$ cat src/rtl/excom_filter.sv
// Debounce filter for the EXCOM pulse input: a synchronizer, a free-running sample tick
// and a qualify FSM that only passes level changes held for THRESH ticks; small register bus.
module excom_filter #(
    parameter logic [7:0]  EXCOM_FILTER_ADDRESS = 8'h00,
    parameter int unsigned TICK_DIV             = 16,
    parameter logic [7:0]  DEFAULT_THRESH       = 8'd8
) (
    input  logic       clk,
    input  logic       rst,
    input  logic [7:0] din,
    input  logic [7:0] address,
    input  logic       w_en,
    input  logic       r_en,
    output logic [7:0] dout,
    input  logic       excom_in,
    output logic       excom_out,
    output logic       excom_rise
);

    localparam int unsigned   PW          = (TICK_DIV > 1) ? $clog2(TICK_DIV) : 1;
    localparam logic [PW-1:0] PRESC_LAST  = PW'(TICK_DIV - 1);
    localparam logic [7:0]    ADDR_THRESH = EXCOM_FILTER_ADDRESS;
    localparam logic [7:0]    ADDR_STATUS = EXCOM_FILTER_ADDRESS + 8'd1;
    localparam logic [7:0]    ADDR_GCNT   = EXCOM_FILTER_ADDRESS + 8'd2;

    typedef enum logic {
        STABLE,
        QUALIFY
    } state_t;

    state_t        state;
    logic          sync0;
    logic          sync1;
    logic [PW-1:0] presc;
    logic          tick;
    logic [7:0]    qual_cnt;
    logic [8:0]    qual_next;
    logic [7:0]    thresh;
    logic [7:0]    glitch_cnt;
    logic          sticky;
    logic          glitch;

    always_ff @(posedge clk or posedge rst) begin
        if (rst) begin
            sync0 <= 1'b0;
            sync1 <= 1'b0;
        end else begin
            sync0 <= excom_in;
            sync1 <= sync0;
        end
    end

    // The prescaler is never restarted by the FSM, so the first tick of a qualification may be partial.
    always_ff @(posedge clk or posedge rst) begin
        if (rst) begin
            presc <= '0;
        end else if (presc == PRESC_LAST) begin
            presc <= '0;
        end else begin
            presc <= presc + PW'(1);
        end
    end

    assign tick      = (presc == PRESC_LAST);
    assign glitch    = (state == QUALIFY) && (sync1 == excom_out);
    assign qual_next = {1'b0, qual_cnt} + 9'd1;

    // The >= compare lets a THRESH lowered mid-qualification release on the next tick.
    always_ff @(posedge clk or posedge rst) begin
        if (rst) begin
            state      <= STABLE;
            qual_cnt   <= 8'd0;
            excom_out  <= 1'b0;
            excom_rise <= 1'b0;
        end else begin
            excom_rise <= 1'b0;
            case (state)
                STABLE: begin
                    if (sync1 != excom_out) begin
                        if (thresh == 8'd0) begin
                            excom_out  <= sync1;
                            excom_rise <= sync1;
                        end else begin
                            state    <= QUALIFY;
                            qual_cnt <= 8'd0;
                        end
                    end
                end
                QUALIFY: begin
                    if (sync1 == excom_out) begin
                        state <= STABLE;
                    end else if (tick) begin
                        qual_cnt <= qual_next[7:0];
                        if (qual_next >= {1'b0, thresh}) begin
                            excom_out  <= sync1;
                            excom_rise <= sync1;
                            state      <= STABLE;
                        end
                    end
                end
                default: state <= STABLE;
            endcase
        end
    end

    always_ff @(posedge clk or posedge rst) begin
        if (rst) begin
            thresh     <= DEFAULT_THRESH;
            glitch_cnt <= 8'd0;
            sticky     <= 1'b0;
            dout       <= 8'd0;
        end else begin
            if (w_en && (address == ADDR_THRESH)) begin
                thresh <= din;
            end

            if (w_en && (address == ADDR_GCNT)) begin
                glitch_cnt <= glitch ? 8'd1 : 8'd0;
            end else if (glitch && (glitch_cnt != 8'hFF)) begin
                glitch_cnt <= glitch_cnt + 8'd1;
            end

            // A glitch in the same cycle as a STATUS read must not be lost.
            if (glitch) begin
                sticky <= 1'b1;
            end else if (r_en && (address == ADDR_STATUS)) begin
                sticky <= 1'b0;
            end

            dout <= 8'd0;
            if (r_en) begin
                case (address)
                    ADDR_THRESH: dout <= thresh;
                    ADDR_STATUS: dout <= {6'd0, sticky, excom_out};
                    ADDR_GCNT:   dout <= glitch_cnt;
                    default:     dout <= 8'd0;
                endcase
            end
        end
    end

endmodule

$ cat config.mk
export PLATFORM = sky130hd
export DESIGN_NAME = excom_filter
export DESIGN_NICKNAME = d
export VERILOG_FILES = /design/src/rtl/excom_filter.sv
export SDC_FILE = /design/constraint.sdc
export NUM_CORES = 1
export LEC_CHECK = 0
export CAP_MARGIN = 10
export CORE_MARGIN = 3
export CORE_UTILIZATION = 30
export CTS_CLUSTER_DIAMETER = 30
export CTS_CLUSTER_SIZE = 10
export DETAILED_ROUTE_END_ITERATION = 8
export SLEW_MARGIN = 20
export SYNTH_ARGS = -nofsm -noshare
export SYNTH_HDL_FRONTEND = slang
export SYNTH_SLANG_ARGS = --single-unit
$ cat constraint.sdc
create_clock -name clk -period 2.8 [get_ports clk]
set_input_delay 0.28 -clock clk [delete_from_list [all_inputs] [get_ports clk]]
set_output_delay 0.28 -clock clk [all_outputs]
set_load 0.02 [all_outputs]
==> results by group <==
STA
  • RSZ-0062 raised after global routing: false
  • Final hold violation count: 0
  • Relative slew slack: 0.637
  • Fmax: 0.397 GHz
  • Clk_skew: around 0.0023 ns
  • Final Max Slew Viols: 0
  • Worst-Margin Slew: 0.541 ns
  • Setup violators final: 0
  • Fin crit period: about 2.5 ns
  • Crit share post-route: 0.899
  • Setup TNS: 0 ns

Critical path
  • Worst Path Max Fanout: 6
  • Crit path kind: reg -> reg
  • Crit path capture type: flop
  • Critical Path AT: roughly 2.7 ns
  • Worst path required time: 2.99 ns
  • CP startpoint kind: flop

Cells and area
  • Ant. Diodes: 0
  • Nets@finish: between 200 and 300
  • Layout Cells excl Fill: ~350
  • Layout fillers: ~690
  • Area Overhead vs Synth: 24.1%
  • Share of layout cells above drive strength 1: 0.0891

CTS
  • Clk sinks: 42
  • Clk root buf: clkbuf_8
  • # hold bufs at CTS: 0
  • CTS tree: done
  • Clock transition at path regs: approximately 0.08 ns
  • CTS buffer count: 5
  • H-tree depth: 2
  • Post-CTS setup repair buffer count: 0
  • Post-CTS Resized: 0
  • Latest clock arrival within the worst-skew pair: 0.29 ns
  • Clock Path Buffers: 2

Drt
  • DR WL met2: 2380 um
  • Met3 routed WL: 161 um
  • Vias: about 1700
  • Top layer in use: met4
  • Final wirelength: about 4700 um
  • Remaining antenna violation count: 0
  • DRT Pass-1 Iters: 4
  • M1 WL: approximately 2100 um
  • DRC: 0
  • Avg Vias per Cell: just under 5
  • Avg WL per Cell: between 10 and 15 um
  • Initial DRC Count: 73

Synthesis
  • Post-synth top flop: dfrtp_1
  • Syn Area/Cell: between 10 and 15 um^2
  • Area contributors post-synth: dfrtp_1 46%, ha_1 6.2%, o21ai_0 4.7%
  • Asr flop ratio synth: 1.00
  • Share of Yosys cell area claimed by the top area cell type: 0.461
  • Post-Syn Area: 2220 um^2
  • Synth Net Count: roughly 250
  • Post-Synthesis Cells: 222
  • Post-synthesis cell type with the largest combined area: dfrtp_1
  • Number of synthesized flops with an enable pin: 0
  • Synth unique cells: 40
  • Yosys warnings: 0
  • Synth Register Bits: 42
  • Sequential area share after synthesis: 0.473

Run status
  • Status: finished, final reports clean

Global routing
  • Largest net degree at the start of global routing: 43
  • First-pass GRT wire length: between 7000 and 8000 um
  • Grt ovf: 0
  • Vias in the first global route: ~1700
  • GRT Total Usage: 0.118
  • Initial antenna violation count: 0

Pwr
  • Worst VDD drop: 0.210 mV
  • PwrDens: a little under 600 nW/um^2
  • Static leakage: around 1.3 nW

Place
  • Port buffer count: 30
  • Dpl hpwl: ~3600 um
  • Inst Count DP: about 350
  • Final Wtd Congestion: 0.791

Floorplanning
  • I/O Pins: 31
  • Starting Density: 0.318
  • CORE AREA: 6980 um^2
  • Die Ht: between 90 and 100 um
  • Die area: roughly 8500 um^2
  • Core Rows: 30
  • Die X: roughly 92 um

Job
  • Max Cap Viol: 0

Worst hold path
  • Hold/Removal Path Class: reg -> reg
[critical path: stages (launching register included)]
cell	delay, ns
dfrtp_1	0.44
ha_1	0.28
and3_1	0.23
and3_1	0.22
xor2_1	0.15
ha_1	0.31
a21oi_1	0.19
nand3_1	0.10
o21ai_1	0.15
mux2_2	0.34
[area by class of cell]
| type | count | area [um^2] | area share |
|---|---|---|---|
| Multi-Input combinational cell | 162 | 1080 | 0.391 |
| Sequential cell | 42 | 1050 | 0.381 |
| Timing Repair Buffer | 33 | 323 | 0.117 |
| Tap cell | 96 | 120 | 0.0435 |
| Clock buffer | 5 | 68.8 | 0.0249 |
| Clock inverter | 3 | 68.8 | 0.0249 |
| Inverter | 13 | 48.8 | 0.0177 |
[placed cells by master, fill, tap and decap left out, types with 2 or more instances in the layout]
cell / n
a21oi_1: 9
a22o_1: 2
a31oi_1: 3
and2_1: 2
and3_1: 6
buf_4: 3
bufinv_16: 2
clkbuf_8: 5
clkdlybuf4s50_1: 30
dfrtp_1: 41
ha_1: 11
inv_1: 13
mux2i_1: 9
nand2_1: 17
nand2b_1: 4
nand3_1: 9
nand4_1: 4
nor2_1: 25
nor3_1: 2
nor4_4: 2
o21ai_0: 21
o21ai_2: 3
o31ai_1: 3
or3_1: 2
xnor2_1: 8
xor2_1: 5
[kinds of logic after synthesis]
logic type      after synthesis  share of synthesized area
compound gates               46                      0.123
xor+xnor                     13                     0.0512
fa+ha+maj                    11                     0.0619
buf+inv                      18                     0.0416
flops                        42                      0.473
mux                          11                     0.0523
simple gates                 81                      0.196
[stage by stage]
stage          setup WS [ns]  power [W]  cell area, um^2  hold slack, ns   util
6_report               0.283    0.00162             2760           0.354  0.395
5_1_grt               0.0909    0.00171             2760           0.362  0.395
4_1_cts                0.297    0.00164             2760           0.354  0.395
3_5_place_dp           0.320    0.00106             2620           0.335  0.376
3_3_place_gp           0.390    0.00105             2620           0.335  0.376
2_1_floorplan          0.468   0.000957             2220           0.311      -
[flip-flops by register name, indices dropped and copies added, names as in the netlist]
| signal | cells |
|---|---|
| state | 1 |
| presc | 4 |
| sync1 | 1 |
| excom_out | 1 |
| dout | 8 |
| excom_rise | 1 |
| sticky | 1 |
| glitch_cnt | 8 |
| qual_cnt | 8 |
| sync0 | 1 |
| thresh | 8 |
[report_power, final]
part	total [W]	switching [W]	leakage, nW	internal [W]
registers	0.000781	0.000102	0.517	0.000678
clock network	0.000581	0.000224	0.0683	0.000357
logic	0.000262	0.000130	0.687	0.000132
total	0.00162	0.000455	1.27	0.00117
[path summary, 6_finish.rpt]
| path | startpoint | endpoint | slack, ns | cells past startpoint |
|---|---|---|---|---|
| hold / removal | sync0 | sync1 | 0.35 | 0 |
| max in group asynchronous | rst | thresh[3] | 2.01 | 3 |
| hold reg to reg | sync0 | sync1 | 0.35 | 0 |
| setup / recovery | qual_cnt[0] | excom_out | 0.28 | 9 |
| setup reg to reg | qual_cnt[0] | excom_out | 0.28 | 9 |
| min in group asynchronous | rst | excom_rise | 0.41 | 3 |
[synth_stat cells (2+ instances only)]
cell type	instances
ha_1	11
and2_1	2
nand4_1	4
o31ai_1	3
a22o_1	2
o21ai_2	3
o21ai_0	21
mux2i_1	9
nand3_1	9
a31oi_1	3
inv_1	13
a21oi_1	9
nor3_1	2
nand2_1	17
and3_1	6
buf_6	3
buf_2	2
or3_1	2
nor4_4	2
xnor2_1	8
nor2_1	25
xor2_1	5
nand2b_1	4
dfrtp_1	41
[metal layers]
layer	up-vias	global-route usage
li1	848	-
met2	17	0.209
met1	852	0.143
met3	4	0.0304
met5	-	0
met4	0	0.0285
(Power assumes the default switching activity.)
